**config.mk**
```make
export PLATFORM = sky130hd
export DESIGN_NAME = odd_even_sorter
export DESIGN_NICKNAME = d
export VERILOG_FILES = /design/src/rtl/odd_even_sorter.sv
export SDC_FILE = /design/constraint.sdc
export NUM_CORES = 1
export LEC_CHECK = 0
export CAP_MARGIN = 0
export CORE_MARGIN = 2
export CORE_UTILIZATION = 50
export CTS_BUF_LIST = sky130_fd_sc_hd__clkbuf_2
export CTS_CLUSTER_SIZE = 20
export DETAILED_ROUTE_END_ITERATION = 10
export MAX_ROUTING_LAYER = met4
export PLACE_DENSITY_LB_ADDON = 0.15
export RECOVER_POWER = 50
export SETUP_SLACK_MARGIN = 0.15
export SLEW_MARGIN = 0
export SYNTH_ARGS = -nofsm -noshare
export SYNTH_HDL_FRONTEND = slang
export SYNTH_SLANG_ARGS = --single-unit
export TNS_END_PERCENT = 20
```
**constraint.sdc**
```tcl
create_clock -name clk -period 3.5 [get_ports clk]
set_input_delay 0.525 -clock clk [delete_from_list [all_inputs] [get_ports clk]]
set_output_delay 0.525 -clock clk [all_outputs]
set_load 0.05 [all_outputs]
```
**src/rtl/odd_even_sorter.sv**
```systemverilog
// Time-multiplexed odd-even transposition sorter: one compare-exchange phase per
// cycle over LANES lane registers, index tags travel with their values.
module odd_even_sorter #(
  parameter int unsigned NETWORK_WIDTH = 16,
  parameter int unsigned INDEX_WIDTH   = 3,
  parameter int unsigned LANES         = 8
) (
  input  logic                           clk,
  input  logic                           rst_n,
  input  logic                           in_valid,
  output logic                           in_ready,
  input  logic [LANES*NETWORK_WIDTH-1:0] in_data,
  input  logic [LANES*INDEX_WIDTH-1:0]   in_index,
  input  logic                           in_descending,
  output logic                           out_valid,
  input  logic                           out_ready,
  output logic [LANES*NETWORK_WIDTH-1:0] out_data,
  output logic [LANES*INDEX_WIDTH-1:0]   out_index
);

  localparam int unsigned PW = (LANES > 2) ? $clog2(LANES) : 1;
  localparam logic [PW-1:0] LAST_PHASE = PW'(LANES - 1);

  typedef enum logic [1:0] {
    IDLE = 2'd0,
    SORT = 2'd1,
    DONE = 2'd2
  } state_t;

  state_t                   r_state;
  logic [PW-1:0]            r_phase;
  logic                     r_desc;
  logic                     r_in_ready;
  logic                     r_out_valid;
  logic [NETWORK_WIDTH-1:0] r_data  [LANES];
  logic [INDEX_WIDTH-1:0]   r_index [LANES];
  logic [NETWORK_WIDTH-1:0] w_data  [LANES];
  logic [INDEX_WIDTH-1:0]   w_index [LANES];

  // One transposition phase: even phases pair (0,1),(2,3)..., odd phases (1,2),(3,4)...
  always_comb begin
    w_data  = r_data;
    w_index = r_index;
    for (int i = 0; i < int'(LANES) - 1; i++) begin
      if (i[0] == r_phase[0]) begin
        if (r_desc ? (r_data[i] < r_data[i+1]) : (r_data[i] > r_data[i+1])) begin
          w_data[i]    = r_data[i+1];
          w_data[i+1]  = r_data[i];
          w_index[i]   = r_index[i+1];
          w_index[i+1] = r_index[i];
        end
      end
    end
  end

  always_ff @(posedge clk) begin
    if (!rst_n) begin
      r_state     <= IDLE;
      r_phase     <= '0;
      r_desc      <= 1'b0;
      r_in_ready  <= 1'b0;
      r_out_valid <= 1'b0;
      for (int i = 0; i < int'(LANES); i++) begin
        r_data[i]  <= '0;
        r_index[i] <= '0;
      end
    end else begin
      case (r_state)
        IDLE: begin
          r_in_ready <= 1'b1;
          if (in_valid && r_in_ready) begin
            for (int i = 0; i < int'(LANES); i++) begin
              r_data[i]  <= in_data[i*NETWORK_WIDTH +: NETWORK_WIDTH];
              r_index[i] <= in_index[i*INDEX_WIDTH +: INDEX_WIDTH];
            end
            r_desc     <= in_descending;
            r_phase    <= '0;
            r_in_ready <= 1'b0;
            r_state    <= SORT;
          end
        end
        SORT: begin
          r_data  <= w_data;
          r_index <= w_index;
          if (r_phase == LAST_PHASE) begin
            r_out_valid <= 1'b1;
            r_state     <= DONE;
          end else begin
            r_phase <= r_phase + PW'(1);
          end
        end
        DONE: begin
          if (out_ready) begin
            r_out_valid <= 1'b0;
            r_in_ready  <= 1'b1;
            r_state     <= IDLE;
          end
        end
        default: begin
          r_out_valid <= 1'b0;
          r_in_ready  <= 1'b0;
          r_state     <= IDLE;
        end
      endcase
    end
  end

  assign in_ready  = r_in_ready;
  assign out_valid = r_out_valid;

  for (genvar g = 0; g < int'(LANES); g++) begin : g_pack
    assign out_data[g*NETWORK_WIDTH +: NETWORK_WIDTH] = r_data[g];
    assign out_index[g*INDEX_WIDTH +: INDEX_WIDTH]    = r_index[g];
  end

endmodule

```
==> run_results.csv <==
group,metric,value,unit
setup_path,worstSetupPathType,"reg2reg",
grt,grt_start_max_net_pins,80,
sta,finalSetupViolations,0,
grt,antenna_found_initial,3,
yosys,synth_xor_area_share,0,%
setup_path,crit_slowest_cell,"or4_1",
yosys,syn_avg_cell_area,7.41,µm²
pwr,irDropWorstVdd,0.000307,V
flow_run,maxCapViolCount,0,
sta,maxSlewHeadroom,11.1,%
yosys,netlist.area_leader.share,23.9,%
sta,whs,0.211,ns
clock_network,cts_inserted_buffers,17,
setup_path,cp_max_fo,24,
setup_path,cp-start-kind,"flip-flop",
route,avgViaCountPerCell,6.86,
layout,fillers,2252,
layout,seq_area,0.00321,mm²
floorplan,pin_count,311,
layout,area_growth,30.8,%
pwr,leakage,0.00682,µW
yosys,synth_common_cells,"nand2_1 (233), a21oi_1 (197), dfxtp_1 (160), clkbuf_1 (124), inv_1 (119)",
yosys,synth_fa_ha_area_share,10.7,%
floorplan,coreArea,0.0262,mm²
yosys,synth-simple-area-share,18.0,%
clock_network,cts_num_sinks,160,
sta,layout_setup_ws,0.227,ns
setup_path,cpPeakStageDelay,0.56,ns
route,drtIter0Drc,2381,
yosys,ys_ff_latch,160,
floorplan,initial_core_util,51.1,%
yosys,ys.flop_type,"dfxtp_1",
sta,tns,0,ns
place,dpl.hpwl,44600,µm
yosys,yosys_warnings,0,
sta,timing.fmax,306,MHz
layout,multi_input_area,0.00912,mm²
route,totalWireLength,60900,µm
place,place_ws,0.159,ns
clock_network,cts_max_level,4,
grt,grt_pass1_wl,91500,µm
sta,rsz0062_at_grt,"yes",
yosys,synth-compound-area-share,38.2,%
status,status,"finished, final reports clean",
yosys,async_flop_share,0,%
pwr,power.total,9000,µW
floorplan,die_area,0.0281,mm²
yosys,synth_area_leader_cell,"dfxtp_1",
setup_path,path_cells,"inv_1, ha_1, nand4_1, or4_1, a21o_1, a31o_2, buf_12, a21oi_1, a31oi_1, o311a_1",
yosys,synth_fp_nets,2076,
clock_network,clkSlewWorstSetupHoldPaths,0.35,ns
hold_path,hold_class,"in2reg",
layout,drive_above_1_share,8.83,%
route,post_drt_wl_per_cell,25.0,µm
sta,worst_pin_slew,1.33,ns
route,postRouteAntennaNets,0,
yosys,yosysMostFrequentCell,"nand2_1",
place,place_congestion,1.12,
place,placed_area,0.0172,mm²
yosys,synth_top_family_by_area,"compound AO/OA/AOI/OAI gates",
sta,drv_slew,0,
clock_network,ctsHoldBuffers,0,
layout,fin_nets,2353,
yosys,netlist_area,0.0134,mm²
sta,period_minus_slack,3.27,ns
floorplan,die_h,168,µm
sta,report.final.hold_viol_count,0,
clock_network,cts_tree,"built",
clock_network,clk_path_buf_depth,2,
yosys,seq_area_frac_synth,23.9,%
yosys,synth_edf_count,0,
clock_network,worstSkewPairLatency,0.87,ns
pwr,p_per_area,514,mW/mm²
route,vias,16702,
place,port_buffers,310,
grt,grt_usage,42.9,%
grt,grt_overflow_total,0,
yosys,muxShareOfSynthArea,0.608,%
sta,clock_skew,0.0712,ns
yosys,synth.distinct_cells,70,
floorplan,die_w,168,µm
clock_network,cts.repair.resized,2,
setup_path,cp-end-kind,"flip-flop",
clock_network,cts_root_buf,"clkbuf_2",
yosys,synth_cells,1805,
layout,fin_area,0.0175,mm²
route,drc,0,
setup_path,required,4.29,ns
yosys,synthTopCellsByArea,"dfxtp_1 (24%), ha_1 (11%), a21oi_1 (7.4%)",
clock_network,cts_setup_buffers,0,
floorplan,row_count,59,
sta,final.period_utilization,93.5,%
grt,grt_pass1_vias,15385,
route,firstDrtPassIters,6,
setup_path,cp.arrival,4.06,ns
==> critical path: cells and delay by family, from the launching register on <==
kind / cells / cell delay [ns]
adders and majority gates: 1 / 0.34
AOI/OAI and AO/OA: 5 / 1.30
buffers and inverters: 2 / 0.36
DFF: 1 / 0.54
and+or+nand+nor: 2 / 0.70
==> layout make-up <==
type | instances | area share (%)
inverters | 120 | 2.58
clock inverters | 15 | 1.08
flip-flops and latches | 160 | 18.3
multi-input cells | 1361 | 52.1
repair buffers | 422 | 22.9
well taps | 335 | 2.40
diodes | 5 | 0.0715
clock buffers | 17 | 0.486
==> placed cells by master (no fill, tap or decap), types with 39 or more instances in the layout <==
master and count:
o211ai_1 43, buf_4 101, a31oi_1 81, ha_1 114
o21ai_0 97, nor2_1 50, o311ai_1 39, clkdlybuf4s50_1 179
dlygate4sd3_1 131, nand2_1 233, inv_1 118, a21oi_1 197
nor2b_1 42, dfxtp_1 156
==> metrics by stage <==
stage / std cells / util, %
3_5_place_dp: 2398 / 65.6
2_1_floorplan: 1805 / -
5_1_grt: 2433 / 66.8
4_1_cts: 2430 / 66.7
3_3_place_gp: 2398 / 65.6
6_report: 2435 / 66.8
==> sequential cells by signal, summed over array words and instances (netlist names) <==
| name | cells |
|---|---|
| in_ready | 1 |
| out_data | 128 |
| out_index | 24 |
| out_valid | 1 |
| r_desc | 1 |
| r_phase | 3 |
| r_state | 2 |
==> path summary, 6_finish.rpt <==
check,cells past startpoint,startpoint,to,slack (ns)
worst min register to register,2,out_valid$_SDFFE_PN0P_,out_valid$_SDFFE_PN0P_,0.50
worst min-delay path,3,in_descending,r_desc$_SDFFE_PN0P_,0.21
worst max-delay path,10,out_data[95]$_SDFFE_PN0P_,out_data[74]$_SDFFE_PN0P_,0.23
worst max register to register,10,out_data[95]$_SDFFE_PN0P_,out_data[74]$_SDFFE_PN0P_,0.23
==> report_power, final <==
group          leakage, µW  total, µW  internal [µW]  switching, µW
Clock             0.000165       1250            322            931
Combinational      0.00534       5330           1790           3530
Sequential         0.00132       2420           2070            351
==> metal layers <==
metal  global-route usage (%)  wire [µm]  part of all wire, %  up-vias
li1                         -          -                    -     7427
met1                     56.5      24500                   40     7834
met2                     62.3      25900                   43     1229
met3                     9.22       7010                   12      212
met4                     20.8       3450                  5.7        0
met5                        -          0                    0        -
==> cells by family (layout without fill, tap and decap cells) <==
kind of cell             count (synthesis)  in the layout
AO/OA/AOI/OAI                          744            744
adder cells (fa/ha/maj)                114            114
buffers and inverters                  284            574
flip-flops                             160            160
multiplexers                             8              8
other                                    0              5
AND/OR/NAND/NOR                        495            495
No activity file was read; power rests on OpenSTA's default activity.
